## src/rtl/axi_pkg.sv

```systemverilog
// Shared AXI4 constants and the read-master state encoding.
package axi_pkg;

  localparam logic [1:0] AXI_BURST_INCR  = 2'b01;

  localparam logic [1:0] AXI_RESP_OKAY   = 2'b00;
  localparam logic [1:0] AXI_RESP_EXOKAY = 2'b01;
  localparam logic [1:0] AXI_RESP_SLVERR = 2'b10;
  localparam logic [1:0] AXI_RESP_DECERR = 2'b11;

  localparam int unsigned AXI_4K_BYTES  = 4096;
  localparam int unsigned AXI_MAX_BEATS = 256;

  typedef enum logic [1:0] {
    S_IDLE,
    S_ADDR,
    S_DATA
  } rd_state_e;

endpackage

```

## src/rtl/axi_burst_split.sv

```systemverilog
// Combinational burst-length calculator: min(remaining, 256, beats to next 4 KB page) - 1.
module axi_burst_split
  import axi_pkg::*;
#(
  parameter int unsigned D_POWER = 3
) (
  input  logic [11:0] addr_i,
  input  logic [31:0] beats_i,
  output logic [7:0]  len_o
);

  logic [12:0] to_4k;
  logic [12:0] cap;
  logic [12:0] burst;

  always_comb begin
    to_4k = (13'(AXI_4K_BYTES) - {1'b0, addr_i}) >> D_POWER;
    cap   = (to_4k > 13'(AXI_MAX_BEATS)) ? 13'(AXI_MAX_BEATS) : to_4k;
    burst = (beats_i < {19'b0, cap}) ? beats_i[12:0] : cap;
    // burst is never zero when len_o is consumed; the caller skips empty requests
    len_o = 8'(burst - 13'd1);
  end

endmodule

```

## src/rtl/axi_master_v4_read_aligned.sv

```systemverilog
// AXI4 read master: splits aligned requests into INCR bursts and streams data out in order.
module axi_master_v4_read_aligned
  import axi_pkg::*;
#(
  parameter int unsigned D_POWER = 3,
  parameter int unsigned D_WIDTH = 8 * (1 << D_POWER),
  parameter int unsigned B_WIDTH = 1 << D_POWER
) (
  input  logic               sys_clock,
  input  logic               async_reset,
  input  logic [31:0]        i_addr,
  input  logic [31:0]        i_len,
  input  logic               i_req,
  output logic               or_busy,
  output logic               or_err,
  output logic [D_WIDTH-1:0] or_data,
  output logic               or_valid,
  input  logic               i_ready,
  output logic [31:0]        or_ar_addr,
  output logic [7:0]         or_ar_len,
  output logic [2:0]         o_ar_size,
  output logic [1:0]         o_ar_burst,
  output logic               or_ar_valid,
  input  logic               i_ar_ready,
  input  logic [D_WIDTH-1:0] i_r_data,
  input  logic [1:0]         i_r_resp,
  input  logic               i_r_last,
  input  logic               i_r_valid,
  output logic               o_r_ready
);

  localparam logic [31:0] ADDR_MASK = ~(32'(B_WIDTH) - 32'd1);

  rd_state_e   state_q;
  logic [31:0] r_addr_q;
  logic [31:0] r_beats_q;
  logic [7:0]  beat_cnt_q;
  logic [7:0]  burst_m1;
  logic [31:0] burst_beats;
  logic        r_hs;
  logic        resp_err;

  axi_burst_split #(
    .D_POWER (D_POWER)
  ) u_split (
    .addr_i  (r_addr_q[11:0]),
    .beats_i (r_beats_q),
    .len_o   (burst_m1)
  );

  assign o_ar_size   = 3'(D_POWER);
  assign o_ar_burst  = AXI_BURST_INCR;
  assign o_r_ready   = (state_q == S_DATA) & (~or_valid | i_ready);
  assign r_hs        = i_r_valid & o_r_ready;
  assign resp_err    = (i_r_resp == AXI_RESP_SLVERR) | (i_r_resp == AXI_RESP_DECERR);
  // the registered AR length is the burst being issued, so the step is taken from it
  assign burst_beats = 32'(or_ar_len) + 32'd1;

  always_ff @(posedge sys_clock or negedge async_reset) begin
    if (!async_reset) begin
      state_q     <= S_IDLE;
      r_addr_q    <= '0;
      r_beats_q   <= '0;
      beat_cnt_q  <= '0;
      or_busy     <= 1'b1;
      or_err      <= 1'b0;
      or_data     <= '0;
      or_valid    <= 1'b0;
      or_ar_addr  <= '0;
      or_ar_len   <= '0;
      or_ar_valid <= 1'b0;
    end else begin
      if (or_valid & i_ready & ~r_hs) begin
        or_valid <= 1'b0;
      end
      case (state_q)
        S_IDLE: begin
          if (i_req) begin
            r_addr_q  <= i_addr & ADDR_MASK;
            r_beats_q <= i_len >> D_POWER;
            or_err    <= 1'b0;
            or_busy   <= 1'b1;
            state_q   <= S_ADDR;
          end else if (!or_valid) begin
            or_busy <= 1'b0;
          end
        end
        S_ADDR: begin
          if (r_beats_q == '0) begin
            state_q <= S_IDLE;
          end else if (!or_ar_valid) begin
            or_ar_valid <= 1'b1;
            or_ar_addr  <= r_addr_q;
            or_ar_len   <= burst_m1;
          end else if (i_ar_ready) begin
            or_ar_valid <= 1'b0;
            r_addr_q    <= r_addr_q + (burst_beats << D_POWER);
            r_beats_q   <= r_beats_q - burst_beats;
            beat_cnt_q  <= or_ar_len;
            state_q     <= S_DATA;
          end
        end
        S_DATA: begin
          if (r_hs) begin
            or_data  <= i_r_data;
            or_valid <= 1'b1;
            if (resp_err || (i_r_last != (beat_cnt_q == 8'd0))) begin
              or_err <= 1'b1;
            end
            if (beat_cnt_q == 8'd0) begin
              state_q <= (r_beats_q != '0) ? S_ADDR : S_IDLE;
            end else begin
              beat_cnt_q <= beat_cnt_q - 8'd1;
            end
          end
        end
        default: state_q <= S_IDLE;
      endcase
    end
  end

endmodule

```

## config.mk

```make
export PLATFORM = sky130hd
export DESIGN_NAME = axi_master_v4_read_aligned
export DESIGN_NICKNAME = d
export VERILOG_FILES = /design/src/rtl/axi_pkg.sv /design/src/rtl/axi_burst_split.sv /design/src/rtl/axi_master_v4_read_aligned.sv
export SDC_FILE = /design/constraint.sdc
export NUM_CORES = 1
export LEC_CHECK = 0
export CAP_MARGIN = 0
export CELL_PAD_IN_SITES_DETAIL_PLACEMENT = 0
export CELL_PAD_IN_SITES_GLOBAL_PLACEMENT = 1
export CORE_MARGIN = 2
export CORE_UTILIZATION = 39
export CTS_BUF_LIST = sky130_fd_sc_hd__clkbuf_8
export DETAILED_ROUTE_END_ITERATION = 8
export PLACE_DENSITY_LB_ADDON = 0.1
export SYNTH_ARGS = -nofsm -noshare
export SYNTH_HDL_FRONTEND = slang
export SYNTH_HIERARCHICAL = 1
export SYNTH_SLANG_ARGS = --single-unit
```

## constraint.sdc

```tcl
create_clock -name sys_clock -period 5.3 [get_ports sys_clock]
set_input_delay 0.53 -clock sys_clock [delete_from_list [all_inputs] [get_ports sys_clock]]
set_output_delay 0.53 -clock sys_clock [all_outputs]
set_load 0.01 [all_outputs]
```

# Yosys cells after proc, flatten, opt, wreduce, memory -nomap -nowiden
# Index checks and enable logic that the tools add are counted.
# word_totals
input_bits,137
out_inout_bits,114
elab_cells,98
register_bits,182
# op_classes
order_cmp,2
n_mux,37
n_bitwise,10
reduce_logical,16
n_eq_ne,16
n_addsub,6
# ops
operator,count
$mux W32,8
$pmux W32 S2,2
$mux W8,6
$add A32 B12 Y32,1
$logic_not A32 Y1,1
$lt A32 B10 Y1,1
$reduce_bool A32 Y1,1
$sub A32 B9 Y32,1
$pmux W8 S2,1
$sub A8 B1 Y8 const B,2
$ne A2 B2 Y1 const B,7
$sub A13 B12 Y13 const A,1
$mux W2,6
$mux W1,11
$gt A10 B9 Y1 const B,1
$mux W10,1
$reduce_and A5 Y1,2
$add A8 B1 Y9 const B,1
$logic_not A8 Y1,1
$eq A2 B2 Y1 const B,3
$ne A3 B3 Y1 const B,2
$pmux W2 S3,1
$reduce_and A2 Y1,3
$reduce_and A6 Y1,1
12 further kinds,22

# Depth between registers and ports, before layout
# Gate-level depths: netlist of run 1.
# depth
word_depth,9
depth_mapped,18
mapped_depth_nobuf,18

# Cells and area by module
# Netlist of run 1, hierarchy kept.
# modules_own_cells
mod,cells_per_inst,area_each_um2,seq_area_each_um2,instances
axi_master_v4_read_aligned,883,9252.6,4405.5,1
axi_burst_split,122,839.6,0.0,1

# Least setup slack after synthesis of run 1
# OpenSTA, ideal clock, no wires.
# synth_path
path_kind,flip-flop to flip-flop
start,register r_addr_q[3]
end,register or_ar_len[6]
path_buffers,0
t_required_ns,5.173
setup_ns,0.127
arrival_ns,4.357
slack_ns,0.816
stages_incl_launch_ff,17
period_less_slack_ns,4.484
cell_sequence,dfrtp_1 or4_4 o31ai_2 nand3_1 ha_1 a21oi_1 a21oi_1 nor3_1 o21ai_0 nor2_2 mux2i_1 ha_1 inv_1 or4b_2 xor2_1 mux2i_1 mux2_1
# synth_between
elab_chain_cells,6
# synth_rtl
element,line,rtl
"start, declared",axi_master_v4_read_aligned.sv:35,logic [31:0] r_addr_q;
"start signal, assigned",axi_master_v4_read_aligned.sv:79,r_addr_q <= i_addr & ADDR_MASK;
"start signal, assigned",axi_master_v4_read_aligned.sv:97,r_addr_q <= r_addr_q + (burst_beats << D_POWER);
$sub A13 B12 Y13 (*),axi_burst_split.sv:17,"to_4k = (13'(AXI_4K_BYTES) - {1'b0, addr_i}) >> D_POWER;"
$gt A10 B9 Y1,axi_burst_split.sv:18,cap = (to_4k > 13'(AXI_MAX_BEATS)) ? 13'(AXI_MAX_BEATS) : to_4k;
$mux W10 (*),axi_burst_split.sv:18,
$lt A32 B10 Y1,axi_burst_split.sv:19,"burst = (beats_i < {19'b0, cap}) ? beats_i[12:0] : cap;"
$mux W8 (*),axi_burst_split.sv:19,
$sub A8 B1 Y8 (*),axi_burst_split.sv:21,len_o = 8'(burst - 13'd1);
net burst_m1[6],axi_master_v4_read_aligned.sv:38,logic [7:0] burst_m1;
"end signal, assigned",axi_master_v4_read_aligned.sv:94,or_ar_len <= burst_m1;
"end, declared",axi_master_v4_read_aligned.sv:20,"output logic [7:0] or_ar_len,"
# The timed path passes the listed nets; every way through them passes the cells marked *.
# A chain may end at the register's enable or synchronous reset.

# Final worst setup path of run 1
# layout_path
start,register r_addr_q[5]
end,register or_ar_len[6]
# Same word-level chain as after synthesis.

==> results of run 1 <==
==> layout make-up <==
cell class | count | share of cell area, %
flip-flops and latches | 176 | 33.5
clock buffers | 17 | 1.78
well taps | 330 | 3.14
inverters | 22 | 0.628
multi-input cells | 765 | 40.8
repair buffers | 250 | 18.9
clock inverters | 15 | 1.29
==> layer usage <==
metal	global-route usage [%]	up-vias	routed length [microns]
li1	-	4162	-
met1	32.2	4289	14200
met2	37.1	233	15000
met3	3.72	20	1290
met4	4.27	0	308
met5	0	-	0
==> cells in the mapped netlist (all sizes together), types with 4 or more instances <==
cell type  count  area (sq um)
a41oi          5          51.3
a2bb2oi        9          78.8
xor2          14           123
inv           22          82.6
nand2b         8          50.1
o31ai          4          35.0
nor3          27           146
nor2          85           337
o22ai         15          93.8
nand4         15           100
nand2         81           309
ha            31           388
or4            5          41.3
and3          15          95.1
a21o          10          75.1
and2           8          51.3
a311oi         5          43.8
dfrtp        175          4380
o21a           8          60.1
a211oi        13          97.6
nand3         34           188
or2            4          25.0
o2bb2ai        8          70.1
mux2i          7          70.1
a22oi         10          75.1
a31oi         21           138
o311ai         6          52.6
o211ai         6          50.1
o22a           6          52.6
xnor2         14           123
clkbuf        18          68.8
or3           14          92.6
nor4          20           146
o21ai         42           214
buf           39           254
mux2         102          1150
a21oi         56           288
==> through the flow <==
step / std cells / power (W)
after floorplan: 1020 / 0.00566
after global placement: 1542 / 0.00751
after detailed placement: 1542 / 0.00757
after CTS: 1575 / 0.00855
after global routing: 1575 / 0.00921
final: 1575 / 0.00849
==> flip-flops by register name (all words and copies together) (netlist names) <==
name,cells
or_data,64
r_beats_q,32
or_ar_addr,29
r_addr_q,29
beat_cnt_q,8
or_ar_len,8
state_q,2
or_ar_valid,1
or_busy,1
or_err,1
or_valid,1
==> power breakdown <==
part	total (W)	internal [W]	switching [W]
clock network	0.000954	0.000357	0.000597
registers	0.00268	0.00200	0.000677
logic	0.00486	0.00233	0.00253
==> worst max-delay path, cell delays in order, from the launching register on <==
cell     delay [ns]
dfrtp_1        0.50
nor4_2         0.49
nand4_2        0.28
xor2_1         0.24
nand2_1        0.10
ha_1           0.30
nand4_1        0.11
a21oi_1        0.06
nor3_1         0.22
o21ai_1        0.20
nor2_4         0.29
mux2i_1        0.28
ha_1           0.26
inv_1          0.10
or4b_2         0.63
xor2_1         0.15
mux2i_1        0.08
mux2_1         0.29
==> timing repair <==
item | in CTS | in global routing
resized for setup | 0 | 3
setup endpoints to repair | 0 | 3
hold buffers | 1 | 0
endpoints found under the hold margin | 21 | 0
==> worst paths after layout <==
path | slack [ns] | to
min in group sys_clock | 0.49 | or_busy
min | 0.46 | r_beats_q[24]
max | 0.59 | or_ar_len[6]
min reg2reg | 0.49 | or_busy
max in group asynchronous | 3.58 | or_ar_len[6]
max reg2reg | 0.59 | or_ar_len[6]
==> cells by family after synthesis <==
kind of cell,Yosys count,synth area share [%]
adder cells (fa/ha/maj),33,4.24
other,3,0.112
flip-flops,176,43.7
AND/OR/NAND/NOR,332,17.0
XOR/XNOR,28,2.43
AO/OA/AOI/OAI,245,16.5
buffers and inverters,79,4.02
multiplexers,109,12.1
==> impl_metrics.csv, run 1 <==
group,metric,value,unit
drt,via_count,8704,
drt,wl,30700,microns
place,placed_area,12700,sq um
sta,drv_slew,0,
floorplanning,die_y,165,microns
final_layout,multi_input_area,5370,sq um
clocking,worstSkewPairLatency,0.48,ns
sta,whs,0.459,ns
synth,ys_seq_area_share,43.7,%
synth,syn-mean-instance-area,10.0,sq um
global_routing,antenna_found_initial,0,
synth,synthCells,1005,
drt,drt_iter0_markers,514,
clocking,numCtsBuffers,17,
final_layout,mostFrequentLayoutCells,"234 x clkdlybuf4s50_1, 175 x dfrtp_1, 98 x mux2_2",
final_layout,nets,1402,
clocking,h-tree-depth,4,
final_layout,regArea,4410,sq um
drt,routed_via_density,5.53,
critical_path,cp.required,5.64,ns
global_routing,grt_pass1_wl,47900,microns
sta,hold_viol_final,0,
synth,synthFlopType,"dfrtp_1",
global_routing,grt_overflow,0,
sta,slew_headroom,23.8,%
global_routing,grt_max_degree,156,
floorplanning,io_pins,251,
critical_path,reg2reg_from,"r_addr_q[5]",
critical_path,critPathLaunch,"r_addr_q[5]",
clocking,clk_pin_slew,0.12,ns
sta,fin_crit,4.71,ns
floorplanning,rows,58,
floorplanning,initial_core_util,39.8,%
synth,synth_edf_count,0,
final_layout,final_area,13200,sq um
critical_path,critical_path_class,"reg2reg",
final_layout,final_common_cell,"clkdlybuf4s50_1",
critical_path,cp-end-kind,"flip-flop",
synth,netlist_area,10100,sq um
final_layout,area_growth,30.3,%
critical_path,crit_arrival,5.04,ns
synth,async_flop_share,100,%
place,pre_cts_slack,0.230,ns
sta,setup_violations,0,
sta,finalCritPeriodShare,88.8,%
sta,tns,0,ns
final_layout,fin_util,51.9,%
pwr,power_density,646,nW/um^2
drt,ant_nets,0,
floorplanning,dieArea,27200,sq um
global_routing,grt_pass1_vias,8442,
sta,skew,0.0323,ns
sta,worst_slack,0.594,ns
sta,rsz0062_at_grt,"false",
drt,wl_per_cell,19.5,microns
clocking,cts_setup_buffers,0,
pwr,p_leak,5.36,nW
hold_path,hp-class,"in2async",
status,status,"finished, final reports clean",
global_routing,track_usage,22.7,%
place,port_buffers,235,
critical_path,reg2regPathDepth,17,
sta,worst_pin_slew,1.14,ns
synth,synth_cell_type_count,89,
drt,drc,0,
floorplanning,core,25300,sq um
flow_run,maxCapViolCount,0,
pwr,ir_worst_vdd,0.000251,V
clocking,root_buffer,"clkbuf_8",
synth,ys_warn_count,6,
sta,max_freq,0.212,GHz
critical_path,startpoint_type,"flip-flop",
place,dp_hpwl,22300,microns
clocking,clockBufferDepth,2,
final_layout,nFillCells,2365,
final_layout,antenna_cells,0,
clocking,cts.sinks,176,
critical_path,crit_fanout,8,
clocking,cts_tree,"yes",
drt,first_pass_iters,5,
synth,yosys_register_bits,176,
floorplanning,die_x,165,microns
place,gp_congestion,0.865,
final_layout,drive_above_1_share,14.1,%
Power figures use the tool's default switching activity.
==> run 2: changes to the inputs <==
--- a/config.mk
+++ b/config.mk
@@ -12,7 +12,7 @@
 export CORE_UTILIZATION = 39
 export CTS_BUF_LIST = sky130_fd_sc_hd__clkbuf_8
 export DETAILED_ROUTE_END_ITERATION = 8
-export PLACE_DENSITY_LB_ADDON = 0.1
+export PLACE_DENSITY = 0.93
 export SYNTH_ARGS = -nofsm -noshare
 export SYNTH_HDL_FRONTEND = slang
 export SYNTH_HIERARCHICAL = 1
==> run 2 against run 1 <==
Compared with the run above:
- the flow now finishes with violations (negative hold slack)
- maximum frequency decreased by 2.0%
- global-route usage is 0.33 points lower
- critical path depth did not move
- via count is 1.7% higher
- sequential cell count is the same
- non-clock buffer count decreased by 3
- clock power grew 2.9%
- critical path type unchanged
==> impl_metrics.csv, run 2 (synthesis gave the netlist of run 1 again) <==
group,metric,value,unit
status,status,"complete, but fails checks",
status,violations,"negative hold slack",
drt,routed_via_density,5.63,
final_layout,fin_util,51.8,%
pwr,p_leak,5.35,nW
sta,whs,-0.00886,ns
drt,ant_nets,0,
pwr,ir_worst_vdd,0.000283,V
final_layout,largest_register,"or_data",
final_layout,nets,1399,
global_routing,track_usage,22.4,%
final_layout,multi_input_area,5360,sq um
place,placed_area,12700,sq um
drt,drt_iter0_markers,787,
final_layout,reg.largest.list,"or_data: 64 flops, r_beats_q: 32 flops",
final_layout,final_common_cell,"clkdlybuf4s50_1",
critical_path,crit_arrival,5.16,ns
global_routing,antenna_found_initial,0,
global_routing,grt_pass1_wl,47500,microns
drt,wl_per_cell,19.6,microns
clocking,worstSkewPairLatency,0.48,ns
clocking,h-tree-depth,4,
floorplanning,dieArea,27200,sq um
floorplanning,core,25300,sq um
drt,drc,0,
global_routing,grt_overflow,0,
sta,drv_slew,0,
final_layout,final_area,13100,sq um
sta,max_freq,0.208,GHz
flow_run,maxCapViolCount,0,
sta,finalCritPeriodShare,90.6,%
critical_path,cp.required,5.66,ns
critical_path,cp-end-kind,"flip-flop",
place,dp_hpwl,22600,microns
final_layout,mostFrequentLayoutCells,"234 x clkdlybuf4s50_1, 175 x dfrtp_1, 98 x mux2_2",
drt,via_count,8850,
sta,rsz0062_at_grt,"false",
sta,setup_violations,0,
floorplanning,die_y,165,microns
sta,fin_crit,4.80,ns
sta,worst_pin_slew,1.17,ns
hold_path,hp-class,"in2async",
critical_path,critical_path_class,"reg2reg",
clocking,ctsHoldBuffers,0,
sta,slew_headroom,22.0,%
pwr,power_density,648,nW/um^2
clocking,root_buffer,"clkbuf_8",
drt,first_pass_iters,5,
sta,skew,0.0307,ns
clocking,cts_setup_buffers,0,
drt,wl,30800,microns
sta,tns,0,ns
final_layout,regArea,4410,sq um
final_layout,drive_above_1_share,14.1,%
final_layout,area_growth,30.0,%
place,port_buffers,235,
global_routing,grt_max_degree,70,
floorplanning,io_pins,251,
floorplanning,rows,58,
place,gp_congestion,0.893,
clocking,numCtsBuffers,17,
final_layout,largest_register_ffs,64,
critical_path,startpoint_type,"flip-flop",
floorplanning,die_x,165,microns
clocking,clockBufferDepth,2,
clocking,cts_tree,"yes",
floorplanning,initial_core_util,39.8,%
final_layout,nFillCells,2266,
sta,hold_viol_final,4,
clocking,clk_pin_slew,0.13,ns
critical_path,crit_fanout,8,
global_routing,grt_pass1_vias,8631,
clocking,cts.sinks,176,
[run 2: worst max-delay path, cell delays in order (launching register included)]
cell	delay [ns]
dfrtp_1	0.51
nor4_2	0.45
nand4_2	0.27
xor2_1	0.25
nand2_1	0.10
ha_1	0.30
nand4_1	0.11
a21oi_1	0.06
nor3_1	0.17
o21ai_1	0.18
nor2_2	0.45
mux2i_1	0.30
ha_1	0.26
inv_1	0.11
or4b_2	0.63
xor2_1	0.16
mux2i_1	0.09
mux2_1	0.31
[run 2: power breakdown]
group / internal [W] / switching [W] / total [W]
combinational: 0.00232 / 0.00249 / 0.00480
clock: 0.000365 / 0.000617 / 0.000982
sequential: 0.00200 / 0.000722 / 0.00272
total: 0.00468 / 0.00383 / 0.00851
[run 2: what timing repair did]
action,CTS,global route
setup endpoints to repair,0,1
resized for setup,0,2
endpoints found under the hold margin,0,0
[run 2: routing by layer]
layer	share of wire [%]	routed length, microns	track usage (%)	vias to the layer above
met1	44	13600	31.1	4400
met2	49	15200	36.4	261
met4	1.6	482	5.49	0
li1	-	-	-	4159
met3	4.7	1430	4.12	30
met5	0	0	0	-
[run 2: path summary, 6_finish.rpt]
| path | from | to | slack (ns) | cells past startpoint |
|---|---|---|---|---|
| worst max-delay path | r_addr_q[5] | or_ar_len[6] | 0.50 | 17 |
| worst min-delay path | async_reset | or_data[46] | -0.009 | 1 |
| worst max register to register | r_addr_q[5] | or_ar_len[6] | 0.50 | 17 |
| worst min register to register | or_busy | or_busy | 0.48 | 2 |
| max in group asynchronous | async_reset | r_addr_q[11] | 4.01 | 2 |
| min in group sys_clock | or_busy | or_busy | 0.48 | 2 |
[run 2: metrics by stage]
step	total power, W	worst slack, ns	cells	hold slack (ns)
after CTS	0.00852	0.255	1572	0.0145
after detailed placement	0.00752	0.291	1540	0.465
after global routing	0.00918	0.120	1572	0.0127
after floorplan	0.00566	0.816	1020	0.234
after global placement	0.00739	0.403	1540	0.460
final	0.00851	0.500	1573	-0.00886
[run 2: cell type report]
type | count | area share, %
Clock inverter | 15 | 1.37
Antenna cell | 1 | 0.0191
Timing Repair Buffer | 247 | 18.6
Multi-Input combinational cell | 765 | 40.9
Tap cell | 330 | 3.15
Clock buffer | 17 | 1.78
Inverter | 22 | 0.629
Sequential cell | 176 | 33.6
==> run 3: changes to the inputs <==
==> constraint.sdc (replaced) <==
create_clock -name sys_clock -period 4.9 [get_ports sys_clock]
set_input_delay 0.49 -clock sys_clock [delete_from_list [all_inputs] [get_ports sys_clock]]
set_output_delay 0.49 -clock sys_clock [all_outputs]
set_load 0.01 [all_outputs]
==> run 3 against run 2 <==
Compared with the run above:
- the flow now finishes without violations
- largest power group unchanged
- via count decreased by 0.14%
- clock skew decreased by 0.0059 ns
- clock-buffer cell count increased by 1
- sequential share of layout area decreased by 0.12 points
- register-to-register slack got worse by 0.14 ns
- cell count increased by 0.45%
- worst hold slack improved by 0.082 ns
- largest cell class unchanged
- die area unchanged
- highest routed layer unchanged
==> impl_metrics.csv, run 3 (synthesis gave the netlist of run 1 again) <==
group,metric,value,unit
sta,hold_viol_final,0,
global_routing,grt_pass1_wl,47000,microns
global_routing,grt_pass1_vias,8470,
drt,wl,30600,microns
clocking,clk_pin_slew,0.12,ns
final_layout,nets,1407,
sta,worst_pin_slew,1.16,ns
sta,fin_crit,4.54,ns
sta,setup_violations,0,
critical_path,crit_slowest_cell,"or4b_2",
pwr,p_leak,5.38,nW
global_routing,grt_overflow,0,
flow_run,maxCapViolCount,0,
floorplanning,rows,58,
place,dp_hpwl,22500,microns
final_layout,drive_above_1_share,14.6,%
critical_path,cp.required,5.25,ns
pwr,ir_worst_vdd,0.000323,V
sta,drv_slew,0,
sta,skew,0.0248,ns
final_layout,largest_register_ffs,64,
floorplanning,die_y,165,microns
critical_path,startpoint_type,"flip-flop",
global_routing,antenna_found_initial,0,
clocking,h-tree-depth,4,
critical_path,max_stage_delay,0.63,ns
place,gp_congestion,0.881,
hold_path,hp-class,"in2async",
floorplanning,core,25300,sq um
critical_path,reg2reg_slack,0.36,ns
final_layout,area_growth,30.5,%
clocking,root_buffer,"clkbuf_8",
sta,finalCritPeriodShare,92.6,%
floorplanning,dieArea,27200,sq um
clocking,clockBufferDepth,2,
critical_path,crit_arrival,4.89,ns
drt,via_count,8838,
status,status,"finished, final reports clean",
clocking,cts.sinks,176,
sta,rsz0062_at_grt,"false",
clocking,worstSkewPairLatency,0.48,ns
floorplanning,die_x,165,microns
place,port_buffers,235,
critical_path,critPathLaunch,"r_addr_q[3]",
drt,drt_iter0_markers,738,
drt,wl_per_cell,19.4,microns
critical_path,cp-end-kind,"flip-flop",
floorplanning,initial_core_util,39.8,%
final_layout,final_common_cell,"clkdlybuf4s50_1",
critical_path,crit_fanout,7,
drt,first_pass_iters,5,
global_routing,track_usage,22.1,%
clocking,numCtsBuffers,17,
drt,routed_via_density,5.59,
critical_path,critical_path_class,"reg2reg",
sta,slew_headroom,22.2,%
floorplanning,io_pins,251,
final_layout,largest_register,"or_data",
final_layout,antenna_cells,0,
pwr,power_density,702,nW/um^2
drt,drc,0,
sta,whs,0.0731,ns
final_layout,mostFrequentLayoutCells,"234 x clkdlybuf4s50_1, 175 x dfrtp_1, 98 x mux2_2",
critical_path,reg2reg_from,"r_addr_q[3]",
drt,ant_nets,0,
final_layout,reg.largest.list,"or_data: 64 flops, r_beats_q: 32 flops",
clocking,cts_tree,"yes",
sta,max_freq,0.220,GHz
sta,tns,0,ns
global_routing,grt_max_degree,94,
critical_path,crit_chain,"or4_4 -> o31ai_2 -> nand3_1 -> ha_1 -> a21oi_1 -> a21oi_1 -> nor3_1 -> o21ai_1 -> nor2_2 -> mux2i_1 -> ha_1 -> inv_1 -> or4b_2 -> xor2_1 -> mux2i_1 -> mux2_1",
==> run 3: cell count changes in the layout (fill, tap and decap cells not counted), sizes merged <==
cell      delta
buf          +8
clkbuf       +1
clkinv       -3
clkinvlp     +1
diode        -1
inv          +1
==> run 3: area by class of cell <==
| class | count | area, sq um |
|---|---|---|
| clock buffers | 18 | 248 |
| fillers | 2306 | 12200 |
| well taps | 330 | 413 |
| flip-flops and latches | 176 | 4410 |
| repair buffers | 255 | 2500 |
| inverters | 22 | 82.6 |
| clock inverters | 14 | 163 |
| multi-input cells | 765 | 5360 |
==> run 3: metal layers <==
metal / part of all wire (%) / wire (microns) / track usage [%] / vias up
li1: - / - / - / 4175
met1: 44 / 13500 / 31.0 / 4350
met2: 49 / 14900 / 35.7 / 280
met3: 5.6 / 1710 / 3.52 / 33
met4: 1.6 / 500 / 5.61 / 0
met5: 0 / 0 / 0 / -
==> run 3: path summary, 6_finish.rpt <==
check,to,depth (start not counted)
setup / recovery,or_ar_len[6],16
hold / removal,or_data[46],1
setup reg to reg,or_ar_len[6],16
hold reg to reg,or_busy,2
max in group asynchronous,r_addr_q[12],2
min in group sys_clock,or_busy,2
==> run 3: power breakdown <==
group | leakage, nW | switching [W] | internal [W]
sequential | 2.09 | 0.000737 | 0.00216
clock | 0.201 | 0.000643 | 0.000403
combinational | 3.09 | 0.00277 | 0.00253
total | 5.38 | 0.00415 | 0.00510
==> run 3: critical path: cells and delay by family (launching register included) <==
family	cells	cell delay, ns
and+or+nand+nor	5	1.83
adders and majority gates	2	0.60
muxes	3	0.62
buffers and inverters	1	0.11
AOI/OAI and AO/OA	4	0.62
xor gates and xnor gates	1	0.15
DFF	1	0.48
==> run 3: what timing repair did <==
action | in CTS | in global routing
setup buffers | 0 | 1
hold buffers | 0 | 0
endpoints found under the setup margin | 0 | 1
resized for setup | 0 | 1
==> run 3: through the flow <==
stage / power [W] / worst slack (ns) / utilization (%) / instances / cell area [sq um]
floorplan: 0.00613 / 0.416 / - / 1020 / 10100
global placement: 0.00804 / 0.406 / 50.4 / 1547 / 12800
detailed placement: 0.00817 / 0.314 / 50.4 / 1547 / 12800
CTS: 0.00925 / 0.279 / 52.0 / 1579 / 13200
global route: 0.00992 / 0.0562 / 52.0 / 1580 / 13200
finish: 0.00925 / 0.361 / 52.0 / 1580 / 13200
==> edit 1 (flow settings as in run 1) <==
`D_POWER` is set to 3 in 2 places; all go to 4.
--- a/src/rtl/axi_burst_split.sv
+++ b/src/rtl/axi_burst_split.sv
@@ -4,3 +4,3 @@
 #(
-  parameter int unsigned D_POWER = 3
+  parameter int unsigned D_POWER = 4
 ) (
--- a/src/rtl/axi_master_v4_read_aligned.sv
+++ b/src/rtl/axi_master_v4_read_aligned.sv
@@ -4,3 +4,3 @@
 #(
-  parameter int unsigned D_POWER = 3,
+  parameter int unsigned D_POWER = 4,
   parameter int unsigned D_WIDTH = 8 * (1 << D_POWER),
Interface: changed (resized i_r_data and or_data); port bits go from 251 to 379. No check against the original RTL was run, so the function may have changed too.
==> edit 1 against run 1 <==
Synthesized area rose by 21%. Non-clock buffer count is 130 higher. Die area increased by 21%. Sequential share of layout area up 1.2 points. Cell count is 22% higher. Combinational power rose by 18%. Setup slack got worse by 0.37 ns. Wire length grew 25%. Total power up 29%. Sequential cell count grew 62. Hold slack gained 0.013 ns. Cell area increased by 31%. Synthesized cell count is 12% higher.
==> edit 1: results (changes against run 1) <==
Status
  – Status: complete, no violations (unchanged)

Layout
  – Area of the multi-input gates: 5970 um^2 (was 5370 um^2)
  – Nonclk inv count: 23 (was 22)
  – Multi-In Gates: 809 (was 765)
  – Count of fill cells added during filler insertion: 2783 (was 2365)
  – Number of nets at the end of the flow: 1730 (was 1402)
  – Registers with the most flip-flops: or_data (128), r_beats_q (32) (was or_data (64), r_beats_q (32))
  – Fraction of final layout cells sized beyond drive strength 1: 18.1% (was 14.1%)
  – Storage element area: 5960 um^2 (was 4410 um^2)
  – Fraction of area in registers: 34.7% (was 33.5%)
  – Clock buffer instance count of the final layout: 57 (was 17)
  – Total inserted antenna cells: 1 (was 0)

Logic synthesis
  – Per-instance average area after synthesis: 10.9 um^2 (was 10.0 um^2)
  – Top post-synthesis cells by count: dfrtp_1 (237), mux2_2 (164), nand2_1 (81) (was dfrtp_1 (175), mux2_2 (98), nor2_1 (82))
  – Largest cells by area after synthesis: dfrtp_1 (49%), mux2_2 (15%), ha_1 (3.1%) (was dfrtp_1 (43%), mux2_2 (11%), ha_1 (3.8%))
  – Count of cell types in the netlist: 77 (was 89)
  – Proportion of synthesized chip area in sequential cells: 48.8% (was 43.7%)

Detailed routing
  – DR vias: 10.3k (was 8704)
  – DR iter-0 viols: 621 (was 514)
  – Per-cell via count in the routed design: 5.34 (was 5.53)
  – Drt first pass iters: 6 (was 5)
  – Per-cell routed wire length: 20.0 um (was 19.5 um)

Clock tree
  – Deepest level of the CTS H-tree: 2 (was 4)
  – Worst-path clk slew: 0.06 ns (was 0.12 ns)
  – Clock sink count: 238 (was 176)

Critical path
  – Maximum fanout along the worst path: 11 (was 8)
  – Worst-case reg-to-reg path depth: 18 (was 17)
  – Worst reg2reg setup slack: 0.22 ns (was 0.59 ns)
  – Critical path origin: r_addr_q[4]$_DFFE_PN0P_ (was r_addr_q[5]$_DFFE_PN0P_)
  – Data arrival time of the critical path: 5.50 ns (was 5.04 ns)

Place
  – Count of port buffers added during placement: 360 (was 235)
  – Number of placed instances with taps included: 1844 (was 1542)
  – Detailed placer's ending HPWL: 28000 um (was 22300 um)
  – Gp weighted congestion: 0.834 (was 0.865)
  – Standard cell area after detailed placement: 16300 um^2 (was 12700 um^2)

Min path
  – Hold crit path type: reg2reg (was in2async)

Floorplan
  – Die width: 181 um (was 165 um)

STA
  – Timing-limited maximum frequency: 197 MHz (was 212 MHz)
  – Worst setup skew after layout: 0.0246 ns (was 0.0323 ns)
  – Worst slew pin tran: 1.10 ns (was 1.14 ns)
  – Worst hold slack after final layout: 0.472 ns (was 0.459 ns)

Global route
  – Antenna violations before repair: 3 (was 0)
  – Global-route usage over all layers: 23.1% (was 22.7%)
  – Global-route wire length before repair: 60000 um (was 47900 um)
  – Pin count of the biggest net entering global routing: 103 (was 156)

Power and ir drop
  – Static Leak: 7.17 nW (was 5.36 nW)
  – Peak supply drop: 0.312 mV (was 0.251 mV)
==> edit 1: worst min-delay path: stages, from the launching register on <==
cell	delay (ns)
dfstp_2	0.37
o31ai_1	0.06
nand2_1	0.05
==> edit 1: report_power, final <==
part / leakage [nW] / switching (mW) / internal (mW)
Clock: 0.513 / 0.796 / 0.966
Sequential: 2.84 / 0.771 / 2.72
Combinational: 3.82 / 2.78 / 2.94
Total: 7.17 / 4.35 / 6.63
==> edit 1: per-layer routing <==
layer	share of wire (%)	global-route usage, %
met1	43	29.4
met2	47	38.2
met3	7.8	7.08
met4	2.3	6.50
met5	0.060	0
==> edit 1: cells by family (layout without fill, tap and decap cells) <==
logic type,after synthesis,in the layout,synth area share [%]
and+or+nand+nor,298,298,12.1
AOI/OAI and AO/OA,257,257,14.3
DFF,238,238,48.8
muxes,172,172,15.8
buffers and inverters,92,483,3.23
xor gates and xnor gates,33,33,2.37
adders and majority gates,32,32,3.40
other,2,18,0.0615
==> edit 2 (config.mk and constraints of run 1) <==
Without the edit above. Re-encode `rd_state_e` (3 states) as one-hot, 3 bits wide.
--- a/src/rtl/axi_pkg.sv
+++ b/src/rtl/axi_pkg.sv
@@ -13,6 +13,6 @@
 
-  typedef enum logic [1:0] {
-    S_IDLE,
-    S_ADDR,
-    S_DATA
+  typedef enum logic [2:0] {
+    S_IDLE = 3'b001,
+    S_ADDR = 3'b010,
+    S_DATA = 3'b100
   } rd_state_e;
Formal check against the unedited RTL: same outputs for any inputs over 4 cycles, from zero or initial values and one cycle with async_reset low; so few cycles prove little.
==> edit 2 against run 1 <==
Wire length down 1.9%. Combinational power shrank 15%. Sequential power down 2%. Critical path depth down 1. Cell area about the same. Setup slack lost 0.055 ns. Core utilization rose by 0.12 points. Sequential cell count increased by 1. Synthesized area is 0.37% lower. Total power decreased by 9.1%. Critical endpoint unchanged.
==> edit 2: results (changes against run 1) <==
Layout
  – Fraction of final layout cells sized beyond drive strength 1: 13.5% (was 14.1%)
  – Number of nets at the end of the flow: 1421 (was 1402)
  – Count of fill cells added during filler insertion: 2394 (was 2365)

Place
  – Number of placed instances with taps included: 1562 (was 1542)
  – Detailed placer's ending HPWL: 21500 um (was 22300 um)
  – Gp weighted congestion: 0.859 (was 0.865)

Detailed routing
  – Per-cell routed wire length: 18.9 um (was 19.5 um)
  – Post-Route WL: 30200 um (was 30700 um)
  – DR vias: 8708 (was 8704)
  – Drt first pass iters: 4 (was 5)

Critical path
  – Worst-case reg-to-reg path depth: 16 (was 17)
  – Worst reg2reg setup slack: 0.54 ns (was 0.59 ns)
  – Data arrival time of the critical path: 5.13 ns (was 5.04 ns)
  – Maximum fanout along the worst path: 7 (was 8)

Clock tree
  – Root buffer selected by CTS: clkbuf_8 (unchanged)
  – Number of buffers created by CTS: 17 (unchanged)

Global route
  – Global-route wire length before repair: 47100 um (was 47900 um)
  – Global-route usage over all layers: 22.3% (was 22.7%)
  – Pin count of the biggest net entering global routing: 100 (was 156)

Power and ir drop
  – Static Leak: 5.49 nW (was 5.36 nW)
  – Peak supply drop: 0.214 mV (was 0.251 mV)

Logic synthesis
  – Top post-synthesis cells by count: dfrtp_1 (175), nand2_1 (91), nor2_1 (90) (was dfrtp_1 (175), mux2_2 (98), nor2_1 (82))
  – Largest cells by area after synthesis: dfrtp_1 (44%), mux2_2 (8.8%), ha_1 (3.9%) (was dfrtp_1 (43%), mux2_2 (11%), ha_1 (3.8%))

STA
  – Worst hold slack after final layout: 0.123 ns (was 0.459 ns)
  – Slew Limit Headroom: 29.3% (was 23.8%)
  – Worst setup skew after layout: 0.0170 ns (was 0.0323 ns)

Status
  – Status: complete, no violations (unchanged)
-- edit 2: worst min-delay path by stage --
stage / end / cells past startpoint / startpoint
CTS: or_ar_addr[4]$_DFFE_PN0P_ / 1 / async_reset
finish: or_ar_addr[4]$_DFFE_PN0P_ / 1 / async_reset
global placement: or_busy$_DFFE_PN1P_ / 2 / or_busy$_DFFE_PN1P_
detailed placement: or_busy$_DFFE_PN1P_ / 2 / or_busy$_DFFE_PN1P_
floorplan: beat_cnt_q[0]$_DFFE_PN0P_ / 0 / async_reset
global route: r_addr_q[4]$_DFFE_PN0P_ / 1 / async_reset
-- edit 2: routing by layer --
layer  part of all wire (%)  vias up  track usage (%)
li1                       -     4186                -
met5                      0        -                0
met1                     46     4283             31.2
met3                    3.8       34             3.42
met2                     48      205             36.2
met4                    1.8        0             6.28
-- edit 2: power groups by stage --
stage | clock network (mW) | logic (mW) | registers (mW)
global placement | 0 | 4.09 | 2.63
detailed placement | 0 | 4.11 | 2.65
floorplan | 0 | 2.42 | 2.65
global route | 1.06 | 4.54 | 2.73
finish | 0.968 | 4.12 | 2.63
CTS | 1.00 | 4.13 | 2.62
-- edit 2: cells by family (layout without fill, tap and decap cells) --
family / after synthesis / after routing / share of synthesized area [%]
XOR/XNOR: 27 / 27 / 2.35
adder cells (fa/ha/maj): 33 / 33 / 4.26
flip-flops: 177 / 177 / 44.1
AO/OA/AOI/OAI: 253 / 253 / 16.0
AND/OR/NAND/NOR: 338 / 338 / 16.8
buffers and inverters: 88 / 312 / 3.92
multiplexers: 106 / 106 / 12.5
other: 3 / 18 / 0.112
-- edit 2: worst max-delay path, cell delays in order, from the launching register on --
cell,delay [ns]
dfrtp_1,0.47
or4_4,0.59
o31ai_2,0.25
nand3_1,0.16
ha_1,0.33
a21oi_1,0.16
a21oi_1,0.09
nor3_1,0.16
o21ai_0,0.22
nor2_2,0.43
mux2i_1,0.29
ha_1,0.24
inv_1,0.10
or4b_2,0.63
xor2_1,0.15
mux2i_1,0.09
mux2_1,0.30
-- edit 2: stage by stage --
step                      utilization, %  area [um^2]  worst slack [ns]
after floorplan                        -        10100             0.802
after CTS                           52.1        13100             0.547
final                               52.1        13100             0.539
after global routing                52.1        13100             0.253
after detailed placement            50.5        12700             0.576
after global placement              50.5        12700             0.621
-- edit 2: layout make-up --
class	count	area, um^2	share of cell area [%]
multi-input cells	775	5320	40.5
flip-flops and latches	177	4430	33.7
repair buffers	249	2460	18.7
well taps	330	413	3.14
clock buffers	17	234	1.78
clock inverters	15	168	1.28
inverters	31	116	0.885
